[config.mk]
export PLATFORM = sky130hd
export DESIGN_NAME = dff_lane_bank_flat
export DESIGN_NICKNAME = d
export VERILOG_FILES = /design/src/rtl/dff_lane_bank_pkg.sv /design/src/rtl/dff_lane_bank_if.sv /design/src/rtl/dff_lane_bank_lane.sv /design/src/rtl/dff_lane_bank.sv /design/src/flat_wrapper.sv
export SDC_FILE = /design/constraint.sdc
export NUM_CORES = 1
export LEC_CHECK = 0
export ABC_AREA = 0
export CORE_AREA = 2 2 39 41
export CTS_CLUSTER_DIAMETER = 150
export DETAILED_ROUTE_END_ITERATION = 8
export DIE_AREA = 0 0 41 43
export GPL_TIMING_DRIVEN = 0
export SLEW_MARGIN = 40
export SYNTH_ARGS = -nofsm -noshare
export SYNTH_HDL_FRONTEND = slang
export SYNTH_SLANG_ARGS = --single-unit
[constraint.sdc]
create_clock -name CLK -period 0.8 [get_ports CLK]
set_input_delay 0.16 -clock CLK [delete_from_list [all_inputs] [get_ports CLK]]
set_output_delay 0.16 -clock CLK [all_outputs]
set_load 0.05 [all_outputs]
[src/rtl/dff_lane_bank_pkg.sv]
// dff_lane_bank_pkg: shared constants, lane slicing helper and lane-mask type for dff_lane_bank
package dff_lane_bank_pkg;
  localparam int CNT_W_DEF = 4;
  localparam int LANES_DEF = 4;
  typedef logic [LANES_DEF-1:0] lane_mask_t;
  function automatic int lane_slice(input int i, input int w);
    return i * w;
  endfunction
endpackage

[src/rtl/dff_lane_bank_if.sv]
// dff_lane_bank_if: lane enables, lane-packed data, commit strobe and lane bank outputs
interface dff_lane_bank_if
  import dff_lane_bank_pkg::*;
#(
  parameter int LANES  = LANES_DEF,
  parameter int LANE_W = 1,
  parameter int CNT_W  = CNT_W_DEF
);
  logic [LANES-1:0]        EN;
  logic [LANES*LANE_W-1:0] D;
  logic                    COMMIT;
  logic [LANES*LANE_W-1:0] Q;
  logic [LANES-1:0]        PENDING;
  logic [CNT_W-1:0]        COMMIT_CNT;
  modport master (output EN, D, COMMIT, input Q, PENDING, COMMIT_CNT);
  modport slave (input EN, D, COMMIT, output Q, PENDING, COMMIT_CNT);
endinterface

[src/rtl/dff_lane_bank_lane.sv]
// dff_lane_bank_lane: one enabled DFF lane; with DFF_LANE_BANK_SHADOW_EN it adds a staging register and pending bit
module dff_lane_bank_lane #(
  parameter int                LANE_W    = 1,
  parameter logic [LANE_W-1:0] RESET_VAL = '0
) (
  input  logic              CLK,
  input  logic              RST,
  input  logic              en,
  input  logic [LANE_W-1:0] d,
  input  logic              commit,
  output logic [LANE_W-1:0] q,
  output logic              pending
);
`ifdef DFF_LANE_BANK_SHADOW_EN
  logic [LANE_W-1:0] stg;
  logic              pend;
  // stage writes; on commit apply staged or same-cycle data and clear pending
  always_ff @(posedge CLK)
    if (RST) begin
      q    <= RESET_VAL;
      stg  <= RESET_VAL;
      pend <= 1'b0;
    end else begin
      if (en) stg <= d;
      if (commit && (pend || en)) q <= en ? d : stg;
      pend <= commit ? 1'b0 : pend | en;
    end
  assign pending = pend;
`else
  logic unused_commit;
  // direct load on enable, hold otherwise
  always_ff @(posedge CLK)
    if (RST) q <= RESET_VAL;
    else if (en) q <= d;
  assign pending       = 1'b0;
  assign unused_commit = commit;
`endif
endmodule

[src/rtl/dff_lane_bank.sv]
// dff_lane_bank: LANES independently enabled DFF lanes; DFF_LANE_BANK_SHADOW_EN enables staged atomic commit
module dff_lane_bank
  import dff_lane_bank_pkg::*;
#(
  parameter int                       LANES     = LANES_DEF,
  parameter int                       LANE_W    = 1,
  parameter logic [LANES*LANE_W-1:0]  RESET_VAL = '0,
  parameter int                       CNT_W     = CNT_W_DEF
) (
  input logic           CLK,
  input logic           RST,
  dff_lane_bank_if.slave bus
);
  logic [LANES-1:0] pend;
  for (genvar i = 0; i < LANES; i++) begin : g_lane
    dff_lane_bank_lane #(
      .LANE_W   (LANE_W),
      .RESET_VAL(RESET_VAL[lane_slice(i, LANE_W) +: LANE_W])
    ) u_lane (
      .CLK    (CLK),
      .RST    (RST),
      .en     (bus.EN[i]),
      .d      (bus.D[lane_slice(i, LANE_W) +: LANE_W]),
      .commit (bus.COMMIT),
      .q      (bus.Q[lane_slice(i, LANE_W) +: LANE_W]),
      .pending(pend[i])
    );
  end
  assign bus.PENDING = pend;
`ifdef DFF_LANE_BANK_SHADOW_EN
  logic [CNT_W-1:0] cnt;
  logic             any_applied;
  assign any_applied = bus.COMMIT & |(pend | bus.EN);
  // count only commits that moved at least one lane
  always_ff @(posedge CLK)
    cnt <= RST ? '0 : cnt + CNT_W'(any_applied);
  assign bus.COMMIT_CNT = cnt;
`else
  assign bus.COMMIT_CNT = '0;
`endif
endmodule

[src/flat_wrapper.sv]
// flat-port wrapper written by rule: the top's interface ports become plain ports
module dff_lane_bank_flat import dff_lane_bank_pkg::*;
#(
  parameter int                       LANES     = LANES_DEF,
  parameter int                       LANE_W    = 1,
  parameter logic [LANES*LANE_W-1:0]  RESET_VAL = '0,
  parameter int                       CNT_W     = CNT_W_DEF
)
  (CLK, RST, bus_EN, bus_D, bus_COMMIT, bus_Q, bus_PENDING, bus_COMMIT_CNT);
  dff_lane_bank_if #(.LANES(LANES), .LANE_W(LANE_W), .CNT_W(CNT_W)) bus_i ();
  input logic CLK;
  input logic RST;
  input wire logic [$bits(bus_i.EN)-1:0] bus_EN;
  input wire logic [$bits(bus_i.D)-1:0] bus_D;
  input wire logic [$bits(bus_i.COMMIT)-1:0] bus_COMMIT;
  output wire logic [$bits(bus_i.Q)-1:0] bus_Q;
  output wire logic [$bits(bus_i.PENDING)-1:0] bus_PENDING;
  output wire logic [$bits(bus_i.COMMIT_CNT)-1:0] bus_COMMIT_CNT;
  assign bus_i.EN = bus_EN;
  assign bus_i.D = bus_D;
  assign bus_i.COMMIT = bus_COMMIT;
  assign bus_Q = bus_i.Q;
  assign bus_PENDING = bus_i.PENDING;
  assign bus_COMMIT_CNT = bus_i.COMMIT_CNT;
  dff_lane_bank #(.LANES(LANES), .LANE_W(LANE_W), .RESET_VAL(RESET_VAL), .CNT_W(CNT_W)) u_core (.CLK(CLK), .RST(RST), .bus(bus_i));
endmodule
* After elaboration in Yosys (flattened, before gate mapping)
Cells that the tools add are included.
Widths: inputs -> output; s select.
** Word-level totals
- Flip-flop bits (word level) :: 4
- Latch bits :: 0
- Memory bits (writable) :: 0
- ROM bits :: 0
- Input bits :: 11
- Output and inout bits :: 12
- Logic and storage cells :: 4
- Memories :: 0
** Cells by class
- Add/sub/neg operators :: 0
- Multiply operators :: 0
- Div/mod/pow operators :: 0
- Order comparisons :: 0
- Equality and inequality tests :: 0
- Shift operators :: 0
- Muxes and demuxes :: 0
- Bitwise gates (word level) :: 0
- Reduce and logical (&&, ||, !) cells :: 0

* Depth between registers and ports, before layout
- Word-level depth :: 0
- Mapped depth :: 2
- Depth with buffers taken out :: 2

* Modules after synthesis
From an unflattened synthesis, not the netlist that was laid out.
** Unflattened totals
- Cell total of the unflattened synthesis :: 25
- Area, all modules :: 214.0 µm²
** By module, submodules not included
- dff_lane_bank_lane :: instances 4, cells an instance 5, area an instance 45.0 µm²
- dff_lane_bank :: instances 1, cells an instance 5, area an instance 33.8 µm²

* Least setup slack after synthesis
OpenSTA, ideal clock, no wires.
- Path kind :: reg2out
- Start :: reg u_core.g_lane[0].u_lane.q
- End :: out bus_Q[0]
- Arrival :: 0.489 ns
- Required time :: 0.640 ns
- Path slack :: 0.151 ns
- Cell stages (with the launch flop) :: 2
- Path buffers :: 1
- Cells stage by stage :: dfxtp_1 -> buf_4
** RTL lines
- start, declared :: RTL line dff_lane_bank_lane.sv:11 : output logic [LANE_W-1:0] q,
- start signal, assigned :: RTL line dff_lane_bank_lane.sv:33 : if (RST) q <= RESET_VAL;
- start signal, assigned :: RTL line dff_lane_bank_lane.sv:34 : else if (en) q <= d;
- end, declared :: RTL line flat_wrapper.sv:16 : output wire logic [$bits(bus_i.Q)-1:0] bus_Q;
No word-level cell between the ends.

* Worst setup path in the final report
- Start :: reg u_core.g_lane[3].u_lane.q
- End :: out bus_Q[3]
** RTL lines (RTL line)
- start, declared :: dff_lane_bank_lane.sv:11
- start signal, assigned :: dff_lane_bank_lane.sv:33
- start signal, assigned :: dff_lane_bank_lane.sv:34
No word-level cell between the ends.

==> reports/results.txt <==
status = finished with violations
failing checks = negative setup slack
FF+latch count, synth = 4
Leakage = 0.213 nW
Worst Setup Start Kind = flip-flop
via count = 183
number of port buffers = 13
RR Endpoint = u_core.g_lane[2].u_lane.q$_SDFFE_PP0P_
CP startpoint = u_core.g_lane[3].u_lane.q$_SDFFE_PP0P_
Clock Skew = 0 ps
DR vias/cell = 3.05
Distinct cells, synth = 5
GPL Wtd Cong = 0.511
unrepaired setup endpoints after global routing = yes
hold wc startpoint = u_core.g_lane[0].u_lane.q$_SDFFE_PP0P_
Die X = 41 µm
layout cells sized above 1 = 0.432
die area = 1760 µm²
post-CTS setup buffers = 0
Switch Pwr = 0.230 mW
antenna-violating nets left = 0
Fin Hold WS = 507 ps
drt total wl = 367 µm
IO Pins = 23
final worst-path cycle share = 1.08
Setup TNS Final = -247 ps
drt drc = 0
Hold WC Path Type = reg -> reg
area growth from synthesis to layout = 84.7%
first-pass detailed-route iteration total = 1
maximum vdd drop = 0.000283 V
number of global-route vias before repair = 165
Crit-path slowest cell = dfxtp_2
minimum clock period = 865 ps
Max Transition Viols Final = 0
clk sink count = 4
register area share after synthesis = 0.350
Final #Nets = 57
largest register by flop count = u_core.g_lane.u_lane.q
Row Count = 14
Skew-Pair Late Insertion Delay = 230 ps
hold depth = 2
WL/cell = 6.12 µm
cell area after synthesis = 229 µm²
worst path arrival time = 710 ps
Clock transition at path regs = 40 ps
Clk pwr share = 0.333
max reg flops = 4
worst r2r path cells = 2
Largest regs = u_core.g_lane.u_lane.q (4)
post-DP HPWL = 325 µm
CP Depth = 1
fmax = 1160 MHz
endpoints failing hold = 0
Slowest Stage Delay on Critical Path = 340 ps
power share of the combinational group = 0.354
Reg area = 85.1 µm²
CTS tree = yes
antenna violations before repair = 0
total grt overflow = 0
Avg Cell Area, Syn = 9.16 µm²
CP Capture Type = primary output
Iteration-0 DRC Markers = 0
pre-CTS WS = -561 ps
Hold Path End = u_core.g_lane[0].u_lane.q$_SDFFE_PP0P_
Max Cap Viol = 0
Final Worst Setup Slack = -65.1 ps
sequential share of power = 0.313
FF-to-FF Start = u_core.g_lane[2].u_lane.q$_SDFFE_PP0P_
CP required = 640 ps
Fill cells = 155
Crit Path Max Fanout = 2
pwr/cell area = 1700 nW/µm²
Switching Share = 0.320
cells after synthesis = 25
buffer and inverter count on the worst path = 1
CP Class = reg -> out
Pint = 0.490 mW
CTS Buffer Depth = 2
final setup vio count = 4
initial core utilization = 0.165
GRT Resource Usage Total = 0.0522
H-tree depth = 1
Multi-input gate area = 85.1 µm²
clock root buffer master = clkbuf_4
diodes inserted = 0
first-pass GRT wire length = 524 µm
R2R Setup Slk = 190 ps
cts bufs inserted = 3
largest net degree at the start of global routing = 5
crit-path cells = buf_8
CP top delay family = flip-flops
synth warn = 0
die height = 43 µm
Core Box Area = 1380 µm²
## layout by cell type (no fill, tap or decap)
cell / netlist / final
buf_4: 12 / 8
buf_8: 0 / 4
clkbuf_4: 0 / 3
clkdlybuf4s50_1: 0 / 9
conb_1: 1 / 8
dfxtp_2: 0 / 4
mux2i_1: 4 / 4
nor2_1: 4 / 4
## power groups by stage
stage	registers (mW)	logic, mW	clock network (mW)
floorplan	0.220	0.188	0
global route	0.227	0.266	0.276
global placement	0.221	0.257	0
detailed placement	0.221	0.258	0
finish	0.225	0.255	0.240
CTS	0.226	0.255	0.250
## cells by family after synthesis
group,after synthesis,synth area share
muxes,4,0.175
other,1,0.0164
DFF,4,0.350
buffers and inverters,12,0.393
and+or+nand+nor,4,0.0656
## layout make-up
type	count	share of cell area
repair buffers	13	0.355
flip-flops and latches	4	0.201
multi-input cells	16	0.201
plain buffers	8	0.142
clock buffers	3	0.0533
well taps	16	0.0473
## worst max path at each step
stage	endpoint	slack (ps)
after floorplan	bus_Q[0]	150
after global placement	bus_Q[3]	-560
after detailed placement	bus_Q[3]	-560
after CTS	bus_Q[3]	-80
after global routing	bus_Q[3]	-100
final	bus_Q[3]	-70
## cells in the mapped netlist
cell,number,area [µm²]
conb_1,1,3.75
nor2_1,4,15.0
dfxtp_1,4,80.1
mux2i_1,4,40.0
buf_4,12,90.1
## timing repair
| item | CTS | global route |
|---|---|---|
| hold buffers | 0 | 0 |
| resized for setup | 36 | 0 |
| endpoints found under the setup margin | 4 | 4 |
| gates cloned | 0 | 0 |
| hold endpoints to repair | 0 | 0 |
## metrics by stage
| stage | util | cells | total power, mW | instance area, µm² |
|---|---|---|---|---|
| 3_5_place_dp | 0.293 | 61 | 0.479 | 405 |
| 6_report | 0.306 | 60 | 0.720 | 423 |
| 3_3_place_gp | 0.293 | 61 | 0.478 | 405 |
| 2_1_floorplan | - | 32 | 0.408 | 255 |
| 5_1_grt | 0.306 | 60 | 0.768 | 423 |
| 4_1_cts | 0.306 | 60 | 0.731 | 423 |
## layer usage
layer  routed length [µm]  vias up  GRT usage
met5                    0        -          0
met4                    0        0      0.100
met3                   47        0     0.0157
met2                  210        9     0.0781
met1                  109       76     0.0289
li1                     -       98          -
Note: power is estimated with default switching activity, not from simulation.
